$ cat config.mk
export PLATFORM = sky130hd
export DESIGN_NAME = avalon_bus_arbiter
export DESIGN_NICKNAME = d
export VERILOG_FILES = /design/src/rtl/avalon_bus_arbiter.sv
export SDC_FILE = /design/constraint.sdc
export NUM_CORES = 1
export LEC_CHECK = 0
export BUFFER_PORTS_ARGS = -buffer_cell sky130_fd_sc_hd__buf_2
export CAP_MARGIN = 20
export CORE_AREA = 2 2 123 125
export CTS_CLUSTER_DIAMETER = 40
export DETAILED_ROUTE_END_ITERATION = 12
export DIE_AREA = 0 0 125 127
export SLEW_MARGIN = 20
export SYNTH_ARGS = -nofsm -noshare
export SYNTH_HDL_FRONTEND = slang
export SYNTH_SLANG_ARGS = --single-unit
$ cat constraint.sdc
create_clock -name clk -period 3.3 [get_ports clk]
set_input_delay 0.165 -clock clk [delete_from_list [all_inputs] [get_ports clk]]
set_output_delay 0.165 -clock clk [all_outputs]
set_load 0.05 [all_outputs]
$ cat src/rtl/avalon_bus_arbiter.sv
// avalon_bus_arbiter
// Two-master, one-slave Avalon-MM arbiter. One master owns the slave bus for
// exactly one complete transfer; the other master is stalled with waitrequest.
// After each transfer the FSM returns to IDLE for one cycle and re-arbitrates.
//
// Optional feature macro: ARB_ROUND_ROBIN_EN
//   defined   : on a tie in IDLE the master that did not own the bus last wins
//   undefined : fixed priority, m0 always wins a tie
//
// Ports:
//   clk, reset                 clock, synchronous active-high reset
//   m0_* / m1_*                master-side Avalon-MM ports (address, read, write,
//                              writedata, byteenable in; waitrequest, readdata out)
//   s_*                        slave-side Avalon-MM port
//   grant                      one-hot current owner {m1, m0}, 2'b00 when idle
module avalon_bus_arbiter #(
    parameter int ADDR_W = 32,
    parameter int DATA_W = 32
) (
    input  logic                clk,
    input  logic                reset,

    input  logic [ADDR_W-1:0]   m0_address,
    input  logic                m0_read,
    input  logic                m0_write,
    input  logic [DATA_W-1:0]   m0_writedata,
    input  logic [DATA_W/8-1:0] m0_byteenable,
    output logic                m0_waitrequest,
    output logic [DATA_W-1:0]   m0_readdata,

    input  logic [ADDR_W-1:0]   m1_address,
    input  logic                m1_read,
    input  logic                m1_write,
    input  logic [DATA_W-1:0]   m1_writedata,
    input  logic [DATA_W/8-1:0] m1_byteenable,
    output logic                m1_waitrequest,
    output logic [DATA_W-1:0]   m1_readdata,

    output logic [ADDR_W-1:0]   s_address,
    output logic                s_read,
    output logic                s_write,
    output logic [DATA_W-1:0]   s_writedata,
    output logic [DATA_W/8-1:0] s_byteenable,
    input  logic                s_waitrequest,
    input  logic [DATA_W-1:0]   s_readdata,

    output logic [1:0]          grant
);

    typedef enum logic [1:0] {
        IDLE = 2'd0,
        OWN0 = 2'd1,
        OWN1 = 2'd2
    } state_t;

    state_t state;
    logic   last;       // most recent owner: 0 = m0, 1 = m1
    logic   m0_req;
    logic   m1_req;
    logic   pick_m1;    // arbitration result used when leaving IDLE

    assign m0_req = m0_read | m0_write;
    assign m1_req = m1_read | m1_write;

`ifdef ARB_ROUND_ROBIN_EN
    // On a tie the master that was not last served wins.
    assign pick_m1 = m1_req & (~m0_req | ~last);
`else
    // Fixed priority; last is kept up to date but does not steer the choice.
    assign pick_m1 = m1_req & ~m0_req;
    logic unused_last;
    assign unused_last = last;
`endif

    always_ff @(posedge clk) begin
        if (reset) begin
            state <= IDLE;
            last  <= 1'b1;
            grant <= 2'b00;
        end else begin
            case (state)
                IDLE: begin
                    if (m0_req | m1_req) begin
                        if (pick_m1) begin
                            state <= OWN1;
                            grant <= 2'b10;
                        end else begin
                            state <= OWN0;
                            grant <= 2'b01;
                        end
                    end
                end
                OWN0: begin
                    // Completion or a dropped request both release the bus.
                    if (!m0_req || !s_waitrequest) begin
                        state <= IDLE;
                        grant <= 2'b00;
                        last  <= 1'b0;
                    end
                end
                OWN1: begin
                    if (!m1_req || !s_waitrequest) begin
                        state <= IDLE;
                        grant <= 2'b00;
                        last  <= 1'b1;
                    end
                end
                default: begin
                    state <= IDLE;
                    grant <= 2'b00;
                end
            endcase
        end
    end

    // Slave-side mux and master stalls. A granted master that has dropped its
    // request gets an all-zero slave cycle so nothing spurious reaches the slave.
    always_comb begin
        s_address      = '0;
        s_read         = 1'b0;
        s_write        = 1'b0;
        s_writedata    = '0;
        s_byteenable   = '0;
        m0_waitrequest = 1'b1;
        m1_waitrequest = 1'b1;
        case (state)
            OWN0: begin
                m0_waitrequest = s_waitrequest;
                if (m0_req) begin
                    s_address    = m0_address;
                    s_read       = m0_read;
                    s_write      = m0_write;
                    s_writedata  = m0_writedata;
                    s_byteenable = m0_byteenable;
                end
            end
            OWN1: begin
                m1_waitrequest = s_waitrequest;
                if (m1_req) begin
                    s_address    = m1_address;
                    s_read       = m1_read;
                    s_write      = m1_write;
                    s_writedata  = m1_writedata;
                    s_byteenable = m1_byteenable;
                end
            end
            default: ;
        endcase
    end

    assign m0_readdata = s_readdata;
    assign m1_readdata = s_readdata;

endmodule

==> key figures, run 1 <==
Outcome
  • Status: finished clean

Placement
  • Placed insts: 567
  • IO buf count: 216
  • Final HPWL DP: 5.92 mm
  • Final RePlAce weighted congestion: 0.717

Power
  • Switching part of the total: 0.472
  • Clk network pwr share: 0.264
  • Reg power frac: 0.043
  • Cell Pwr Density: 263 nW/µm²
  • Max VDD drop: 0.000140 V
  • Logic gate share of total power: 0.693
  • Cell internal pwr: 0.363 mW
  • Sw power: 0.324 mW
  • Pleak: 1.27 nW

Route
  • Drc violations: 0
  • Vias: 2265
  • Post-route ant nets: 0
  • Initial DRT Pass Iterations: 6
  • Vias per std cell: 3.97
  • Routed WL: 7.27 mm
  • DRT iter0 DRCs: 106
  • Routed length per instance: 12.7 µm

Yosys
  • Yosys reg bits: 2
  • Synth warn: 0
  • Distinct cell type count after synthesis: 18
  • Post-Synthesis Net Count: 427
  • Sequential fraction of the synthesis area: 0.0226
  • Syn avg cell area: 7.13 µm²
  • Area of the mapped netlist: 1770 µm²
  • Gate Count Post-Synth: 248

Hold path
  • Worst hold start: s_readdata[3]
  • Worst hold path stage count: 0
  • Class of the worst hold path: in2out
  • WHS Endpoint: m0_readdata[3]

Floorplan
  • Ports: 313
  • CORE AREA: 14400 µm²
  • Chip Width: 125 µm
  • Initial Util: 0.123
  • Placement row count: 44
  • Die Y: 127 µm
  • DIE AREA: 15900 µm²

STA
  • Final setup vio count: 0
  • Clock Skew: 1.30 ps
  • Tmin final: 2530 ps
  • Final Slew Violations: 0
  • Hold Fails Final Rpt: 0
  • Worst Max-Slew Pin Slew: 752 ps
  • Fmax: 0.395 GHz
  • Fin crit share: 0.768
  • TNS Setup: 0 ps
  • Rel. slew slack: 0.499
  • Unrepaired setup endpoints after global routing: no

Worst setup path
  • Reg2reg end: state[0]$_SDFFE_PP0P_
  • CP Capture Type: output pin
  • Worst setup SP type: register
  • Arrival time of the worst setup path: 2370 ps
  • Worst endpoint required time: 3130 ps
  • Worst flop-to-flop path startpoint: state[0]$_SDFFE_PP0P_
  • Worst R2R Setup Slack: 1250 ps
  • CP Max Fanout: 37
  • R2R depth: 6
  • Crit Path Class: reg2out

Finish
  • Filler instances: 1699
  • Layout cells sized above 1: 0.596
  • Register area: 40.0 µm²
  • Cell Count, Final, Fillers Out: 571
  • Largest register FFs: 2
  • Top reg by flops: state
  • Final Net Count: 567
  • Area Growth Syn to Fin: 47.5%
  • Multi-input gate area: 1120 µm²
  • Top flop regs: state x2

Clock network
  • Clock Tree Buf Depth: 2
  • TritonCTS Sinks: 2
  • TritonCTS Buffers: 3
  • Htree depth: 1
  • Clock Pin Slew Worst Setup and Hold Paths: 30 ps
  • Post-CTS Repair Setup Buffers: 0
  • Worst skew pair latency: 220 ps
  • Post_cts resized: 0
  • Root Driver: clkbuf_16
  • TritonCTS clock tree: built
  • Hold Buf Count CTS: 0

Global route
  • Vias in the first global route: 2034
  • Largest net degree at the start of global routing: 51
  • GRT Total Usage: 0.0812
  • GRT Residual Overflow: 0
  • First-pass GRT wire length: 10.3 mm
  • Initial antenna violation count: 2

Flow run
  • Max-cap viol count: 0
-- area by class of cell --
class | count | area share
Antenna cell | 1 | 0.000960
Timing Repair Buffer | 221 | 0.434
Inverter | 2 | 0.00288
Sequential cell | 2 | 0.0154
Tap cell | 184 | 0.0883
Clock buffer | 3 | 0.0288
Multi-Input combinational cell | 158 | 0.430
-- worst max-delay path, stage by stage, from the launching register on --
cell     delay [ps]
dfxtp_1         340
inv_1           100
ha_1            210
o21a_2          650
buf_12          280
a22oi_1         140
nor2b_1         140
buf_2           270
-- metal layers --
| metal | global-route usage | vias up | part of all wire |
|---|---|---|---|
| met2 | 0.149 | 156 | 0.48 |
| met3 | 0.0260 | 37 | 0.11 |
| met5 | 0 | - | 0 |
| met1 | 0.0827 | 983 | 0.37 |
| met4 | 0.0412 | 0 | 0.041 |
| li1 | - | 1089 | - |
-- cell usage after synthesis, drive strengths merged --
cell type | number | area, µm²
clkbuf | 7 | 26.3
nand2b | 2 | 12.5
a22oi | 69 | 518
a32o | 2 | 20.0
a32oi | 1 | 8.76
a21oi | 1 | 8.76
nand3 | 1 | 5.00
o21ai | 1 | 16.3
o21a | 2 | 15.0
buf | 79 | 578
or2 | 1 | 6.26
ha | 4 | 50.1
nor2 | 3 | 11.3
dfxtp | 2 | 40.0
nor2b | 71 | 444
inv | 2 | 7.51
-- worst max path at each step --
stage	slack, ps	cells past startpoint	to	startpoint
global route	570	7	s_address[10]	state[0]$_SDFFE_PP0P_
finish	770	7	s_address[10]	state[0]$_SDFFE_PP0P_
CTS	710	7	s_address[10]	state[0]$_SDFFE_PP0P_
global placement	1000	7	s_address[10]	state[0]$_SDFFE_PP0P_
floorplan	840	7	s_address[10]	state[1]$_SDFFE_PP0P_
detailed placement	950	7	s_address[10]	state[0]$_SDFFE_PP0P_
-- power by group through the flow --
stage | Combinational [mW] | Sequential [mW] | Clock [mW]
after floorplan | 0.522 | 0.0369 | 0
after global placement | 0.479 | 0.0295 | 0
after detailed placement | 0.479 | 0.0300 | 0
after CTS | 0.481 | 0.0297 | 0.184
after global routing | 0.515 | 0.0303 | 0.186
final | 0.476 | 0.0295 | 0.182
-- cells in the final DEF (no fill, tap or decap), types with 2 or more instances in the layout --
| cell | instances |
|---|---|
| buf_2 | 216 |
| nor2b_1 | 71 |
| a22oi_1 | 69 |
| buf_4 | 4 |
| nor2_1 | 3 |
| ha_1 | 3 |
| clkbuf_16 | 3 |
| inv_1 | 2 |
| o21a_2 | 2 |
| nand2b_1 | 2 |
| a32o_1 | 2 |
| dfxtp_1 | 2 |
-- metrics by stage --
stage | hold slack, ps | util | worst slack (ps) | power (mW) | cell area [µm²]
finish | 330 | 0.181 | 767 | 0.687 | 2610
global route | 330 | 0.181 | 572 | 0.731 | 2610
CTS | 330 | 0.181 | 713 | 0.694 | 2610
detailed placement | 330 | 0.175 | 954 | 0.509 | 2530
global placement | 330 | 0.175 | 1000 | 0.508 | 2530
floorplan | 380 | - | 845 | 0.559 | 1770
-- cell families after synthesis --
kind of cell	count (synthesis)	share of synthesized area
buffers and inverters	88	0.346
adders and majority gates	4	0.0283
DFF	2	0.0226
AOI/OAI and AO/OA	76	0.332
and+or+nand+nor	78	0.271
Power figures use the tool's default switching activity.
==> run 2, diff against run 1 <==
--- a/config.mk
+++ b/config.mk
@@ -7,10 +7,10 @@
 export LEC_CHECK = 0
 export BUFFER_PORTS_ARGS = -buffer_cell sky130_fd_sc_hd__buf_2
 export CAP_MARGIN = 20
-export CORE_AREA = 2 2 123 125
+export CORE_AREA = 2 2 120 122
 export CTS_CLUSTER_DIAMETER = 40
 export DETAILED_ROUTE_END_ITERATION = 12
-export DIE_AREA = 0 0 125 127
+export DIE_AREA = 0 0 122 124
 export SLEW_MARGIN = 20
 export SYNTH_ARGS = -nofsm -noshare
 export SYNTH_HDL_FRONTEND = slang
==> constraint.sdc (replaced) <==
create_clock -name clk -period 2.25 [get_ports clk]
set_input_delay 0.1125 -clock clk [delete_from_list [all_inputs] [get_ports clk]]
set_output_delay 0.1125 -clock clk [all_outputs]
set_load 0.05 [all_outputs]
==> run 2 against run 1 <==
  * Critical path depth unchanged
  * Global-route usage up 0.23 points
  * Via count down 2.1%
  * Power up 54%
  * Sequential power up 46%
  * Design area up 6.6%
  * Register-to-register slack worse by 620 ps
  * Count of clock-buffer cells in the layout unchanged
==> key figures, run 2 (same netlist as run 1, synthesis figures left out) <==
Outcome
  • Status: finished clean

Worst setup path
  • CP Capture Type: output pin
  • Arrival time of the worst setup path: 1940 ps
  • Crit Path Class: reg2out
  • Worst endpoint required time: 2140 ps
  • CP Max Fanout: 34
  • Worst setup SP type: register

Finish
  • Most common cell after layout, fill and taps aside: buf_2
  • Area Growth Syn to Fin: 57.3%
  • Largest register FFs: 2
  • Top flop regs: state x2
  • Top reg by flops: state
  • Layout cells sized above 1: 0.755
  • Most frequent cells in the layout: buf_2, a22oi_1, nor2b_2
  • Final Net Count: 568
  • Finished Core Util: 0.203
  • Diode count: 0

Route
  • Vias: 2218
  • Vias per std cell: 3.91
  • Met1 WL: 2.74 mm
  • Routed length per instance: 12.9 µm
  • Met3 Wirelength: 669 µm
  • DRT iter0 DRCs: 39
  • Routed WL: 7.33 mm
  • Drc violations: 0
  • Uppermost layer routed: met4
  • Initial DRT Pass Iterations: 4
  • Met2 WL: 3.74 mm
  • Post-route ant nets: 0

STA
  • Hold Fails Final Rpt: 0
  • Final setup vio count: 0
  • Unrepaired setup endpoints after global routing: no
  • Fmax: 0.486 GHz
  • Final Slew Violations: 0
  • Clock Skew: 0.165 ps
  • Worst Max-Slew Pin Slew: 287 ps
  • Hold Slack: 225 ps
  • Rel. slew slack: 0.809
  • TNS Setup: 0 ps
  • Tmin final: 2060 ps
  • Fin crit share: 0.914

Power
  • Cell Pwr Density: 380 nW/µm²
  • Max VDD drop: 0.000148 V
  • Pleak: 1.31 nW
  • Total power: 1.06 mW

Global route
  • First-pass GRT wire length: 10.2 mm
  • Vias in the first global route: 2091
  • Largest net degree at the start of global routing: 37
  • Initial antenna violation count: 0
  • GRT Total Usage: 0.0835
  • GRT Residual Overflow: 0

Floorplan
  • Initial Util: 0.129
  • Chip Width: 122 µm
  • Placement row count: 43
  • DIE AREA: 15100 µm²
  • Ports: 313
  • CORE AREA: 13700 µm²
  • Die Y: 124 µm

Clock network
  • Htree depth: 1
  • Worst skew pair latency: 220 ps
  • Clock Pin Slew Worst Setup and Hold Paths: 30 ps
  • Root Driver: clkbuf_16
  • Hold Buf Count CTS: 0
  • TritonCTS Buffers: 3
  • TritonCTS clock tree: built
  • Clock Tree Buf Depth: 2
  • TritonCTS Sinks: 2
  • Post-CTS Repair Setup Buffers: 0

Placement
  • Final RePlAce weighted congestion: 0.814
  • IO buf count: 216
  • Final HPWL DP: 6.04 mm

Hold path
  • Class of the worst hold path: in2out

Flow run
  • Max-cap viol count: 0
## run 2: through the flow
step	worst slack, ps	instance area, µm²	std cells
floorplan	4.26	1920	248
global placement	331	2700	564
detailed placement	319	2700	564
CTS	80.6	2770	567
global route	57.9	2780	567
finish	194	2780	567
## run 2: worst paths after layout
| kind | depth (start not counted) | to | slack, ps | startpoint |
|---|---|---|---|---|
| max | 7 | s_address[21] | 190 | state[0]$_SDFFE_PP0P_ |
| max reg2reg | 7 | state[1]$_SDFFE_PP0P_ | 630 | state[0]$_SDFFE_PP0P_ |
| min reg2reg | 1 | state[1]$_SDFFE_PP0P_ | 550 | state[1]$_SDFFE_PP0P_ |
| min | 0 | m1_readdata[16] | 230 | s_readdata[16] |
## run 2: timing repair
action / in CTS / in global routing
resized for setup: 0 / 2
endpoints found under the setup margin: 0 / 1
hold endpoints to repair: 0 / 0
## run 2: where the power goes
| part | leakage, nW | internal [mW] | switching [mW] |
|---|---|---|---|
| logic | 1.26 | 0.301 | 0.448 |
| clock network | 0.0370 | 0.226 | 0.0390 |
| registers | 0.0165 | 0.0391 | 0.00398 |
## run 2: metal layers
| metal | GRT usage | vias up |
|---|---|---|
| met4 | 0.0273 | 0 |
| met1 | 0.0916 | 973 |
| met2 | 0.159 | 122 |
| met3 | 0.0174 | 34 |
| li1 | - | 1089 |
| met5 | 0 | - |
## run 2: critical path: stages, from the launching register on
cell     delay [ps]
dfxtp_1         330
inv_1            90
ha_1            220
o21a_2          200
buf_6           260
a22oi_1         150
nor2b_1         170
buf_2           290
## run 2: area by class of cell
| cell class | instances | area, µm² |
|---|---|---|
| flip-flops and latches | 2 | 40.0 |
| clock buffers | 3 | 75.1 |
| inverters | 2 | 7.51 |
| repair buffers | 222 | 1160 |
| multi-input cells | 158 | 1270 |
| well taps | 180 | 225 |
| fillers | 1587 | 10900 |
==> run 3, diff against run 2 <==
--- a/config.mk
+++ b/config.mk
@@ -11,6 +11,7 @@
 export CTS_CLUSTER_DIAMETER = 40
 export DETAILED_ROUTE_END_ITERATION = 12
 export DIE_AREA = 0 0 122 124
+export RECOVER_POWER = 100
 export SLEW_MARGIN = 20
 export SYNTH_ARGS = -nofsm -noshare
 export SYNTH_HDL_FRONTEND = slang
==> run 3 against run 2 <==
  * Critical endpoint unchanged
  * Sequential share of layout area about the same
  * Flip-flop and latch count unchanged
  * Fmax down 1.6%
  * Cell count unchanged
  * Design area down 0.59%
  * Largest power group unchanged
==> key figures, run 3 (same netlist as run 1, synthesis figures left out) <==
Global route
  • Largest net degree at the start of global routing: 37
  • GRT Total Usage: 0.0835
  • Initial antenna violation count: 0
  • GRT Residual Overflow: 0
  • First-pass GRT wire length: 10.2 mm
  • Vias in the first global route: 2091

STA
  • Final Slew Violations: 0
  • Final setup vio count: 0
  • Worst setup margin: 161 ps
  • Fmax: 0.479 GHz
  • Worst Max-Slew Pin Slew: 639 ps
  • Rel. slew slack: 0.576
  • TNS Setup: 0 ps
  • Tmin final: 2090 ps
  • Unrepaired setup endpoints after global routing: no
  • Fin crit share: 0.928
  • Hold Fails Final Rpt: 0
  • Clock Skew: 0.219 ps

Clock network
  • TritonCTS Buffers: 3
  • Clock Pin Slew Worst Setup and Hold Paths: 30 ps
  • TritonCTS Sinks: 2
  • Htree depth: 1
  • TritonCTS clock tree: built
  • Worst skew pair latency: 220 ps
  • Clock Tree Buf Depth: 2
  • Post-CTS Repair Setup Buffers: 0
  • Root Driver: clkbuf_16

Worst setup path
  • Critical Path, Cell by Cell: inv_1 -> ha_1 -> o21a_2 -> buf_6 -> a22oi_1 -> nor2b_1 -> clkbuf_2
  • Reg2reg end: state[1]$_SDFFE_PP0P_
  • Critical Path Slowest Stage Cell: dfxtp_1
  • Worst flop-to-flop path startpoint: state[0]$_SDFFE_PP0P_
  • Crit-path max cell delay: 340 ps
  • R2R depth: 7
  • Worst R2R Setup Slack: 420 ps
  • CP Max Fanout: 34
  • Worst endpoint required time: 2140 ps
  • Worst setup SP type: register
  • Crit Path Class: reg2out
  • Arrival time of the worst setup path: 1980 ps
  • CP Capture Type: output pin

Route
  • Drc violations: 0
  • DRT iter0 DRCs: 48
  • Initial DRT Pass Iterations: 4
  • Routed length per instance: 12.9 µm
  • Routed WL: 7.33 mm
  • Vias: 2238
  • Post-route ant nets: 0
  • Vias per std cell: 3.95

Power
  • Pleak: 1.24 nW
  • Total power: 1.05 mW
  • Max VDD drop: 0.000147 V
  • Cell Pwr Density: 381 nW/µm²

Hold path
  • Class of the worst hold path: in2out
  • Worst hold path stage count: 0
  • WHS Endpoint: m1_readdata[16]
  • Worst hold start: s_readdata[16]

Finish
  • Top reg by flops: state
  • Layout cells sized above 1: 0.742
  • Area Growth Syn to Fin: 56.3%
  • Final Net Count: 568
  • Diode count: 0
  • Largest register FFs: 2
  • Most frequent cells in the layout: buf_2, a22oi_1, clkbuf_2
  • Most common cell after layout, fill and taps aside: buf_2
  • Top flop regs: state x2

Floorplan
  • DIE AREA: 15100 µm²
  • Die Y: 124 µm
  • Ports: 313
  • Chip Width: 122 µm
  • Initial Util: 0.129
  • CORE AREA: 13700 µm²
  • Placement row count: 43

Flow run
  • Max-cap viol count: 0

Outcome
  • Status: finished clean

Placement
  • Final RePlAce weighted congestion: 0.814
  • Dpl ws: 319 ps
  • IO buf count: 216
  • Final HPWL DP: 6.04 mm
==> run 3: cell count changes in the layout (fill, tap and decap cells not counted) <==
cell	previous run	this run
o21ai_4	1	0
clkbuf_1	0	4
o21ai_0	0	1
clkbuf_2	0	67
buf_2	216	145
==> run 3: worst max-delay path: cells and delay by family, from the launching register on <==
family,cells,cell delay [ps]
compound gates,2,350
fa+ha+maj,1,220
buf+inv,3,650
flops,1,340
simple gates,1,180
==> run 3: worst max-delay path by stage <==
| stage | from | endpoint | cells after the start |
|---|---|---|---|
| final | state[0]$_SDFFE_PP0P_ | s_address[21] | 7 |
| after floorplan | state[1]$_SDFFE_PP0P_ | s_address[16] | 4 |
| after detailed placement | state[0]$_SDFFE_PP0P_ | s_address[21] | 7 |
| after global placement | state[0]$_SDFFE_PP0P_ | s_address[21] | 7 |
| after CTS | state[0]$_SDFFE_PP0P_ | s_address[21] | 7 |
| after global routing | state[0]$_SDFFE_PP0P_ | s_address[21] | 7 |
==> run 3: report_power, final <==
group | internal, mW | switching, mW | leakage [nW]
clock network | 0.226 | 0.0391 | 0.0370
registers | 0.0391 | 0.00419 | 0.0165
logic | 0.297 | 0.448 | 1.18
total | 0.562 | 0.492 | 1.24
==> run 3: per-stage QoR <==
stage / area (µm²) / instances / hold WS [ps] / util
after floorplan: 1920 / 248 / 328 / -
after global placement: 2700 / 564 / 225 / 0.197
after detailed placement: 2700 / 564 / 225 / 0.197
after CTS: 2770 / 567 / 225 / 0.202
after global routing: 2760 / 567 / 225 / 0.201
final: 2760 / 567 / 225 / 0.201
==> run 3: area by class of cell <==
cell class                      count  area, µm²
Fill cell                        1592      11000
Timing Repair Buffer              222       1150
Tap cell                          180        225
Inverter                            2       7.51
Sequential cell                     2       40.0
Clock buffer                        3       75.1
Multi-Input combinational cell    158       1260
==> run 3: timing repair <==
action	in CTS	in global routing
hold buffers	0	0
setup endpoints to repair	0	1
resized for setup	0	2
hold endpoints to repair	0	0
==> run 3: routing by layer <==
metal	track usage	routed length (µm)
met4	0.0273	184
met1	0.0916	2700
met2	0.159	3750
met3	0.0174	702
met5	0	0
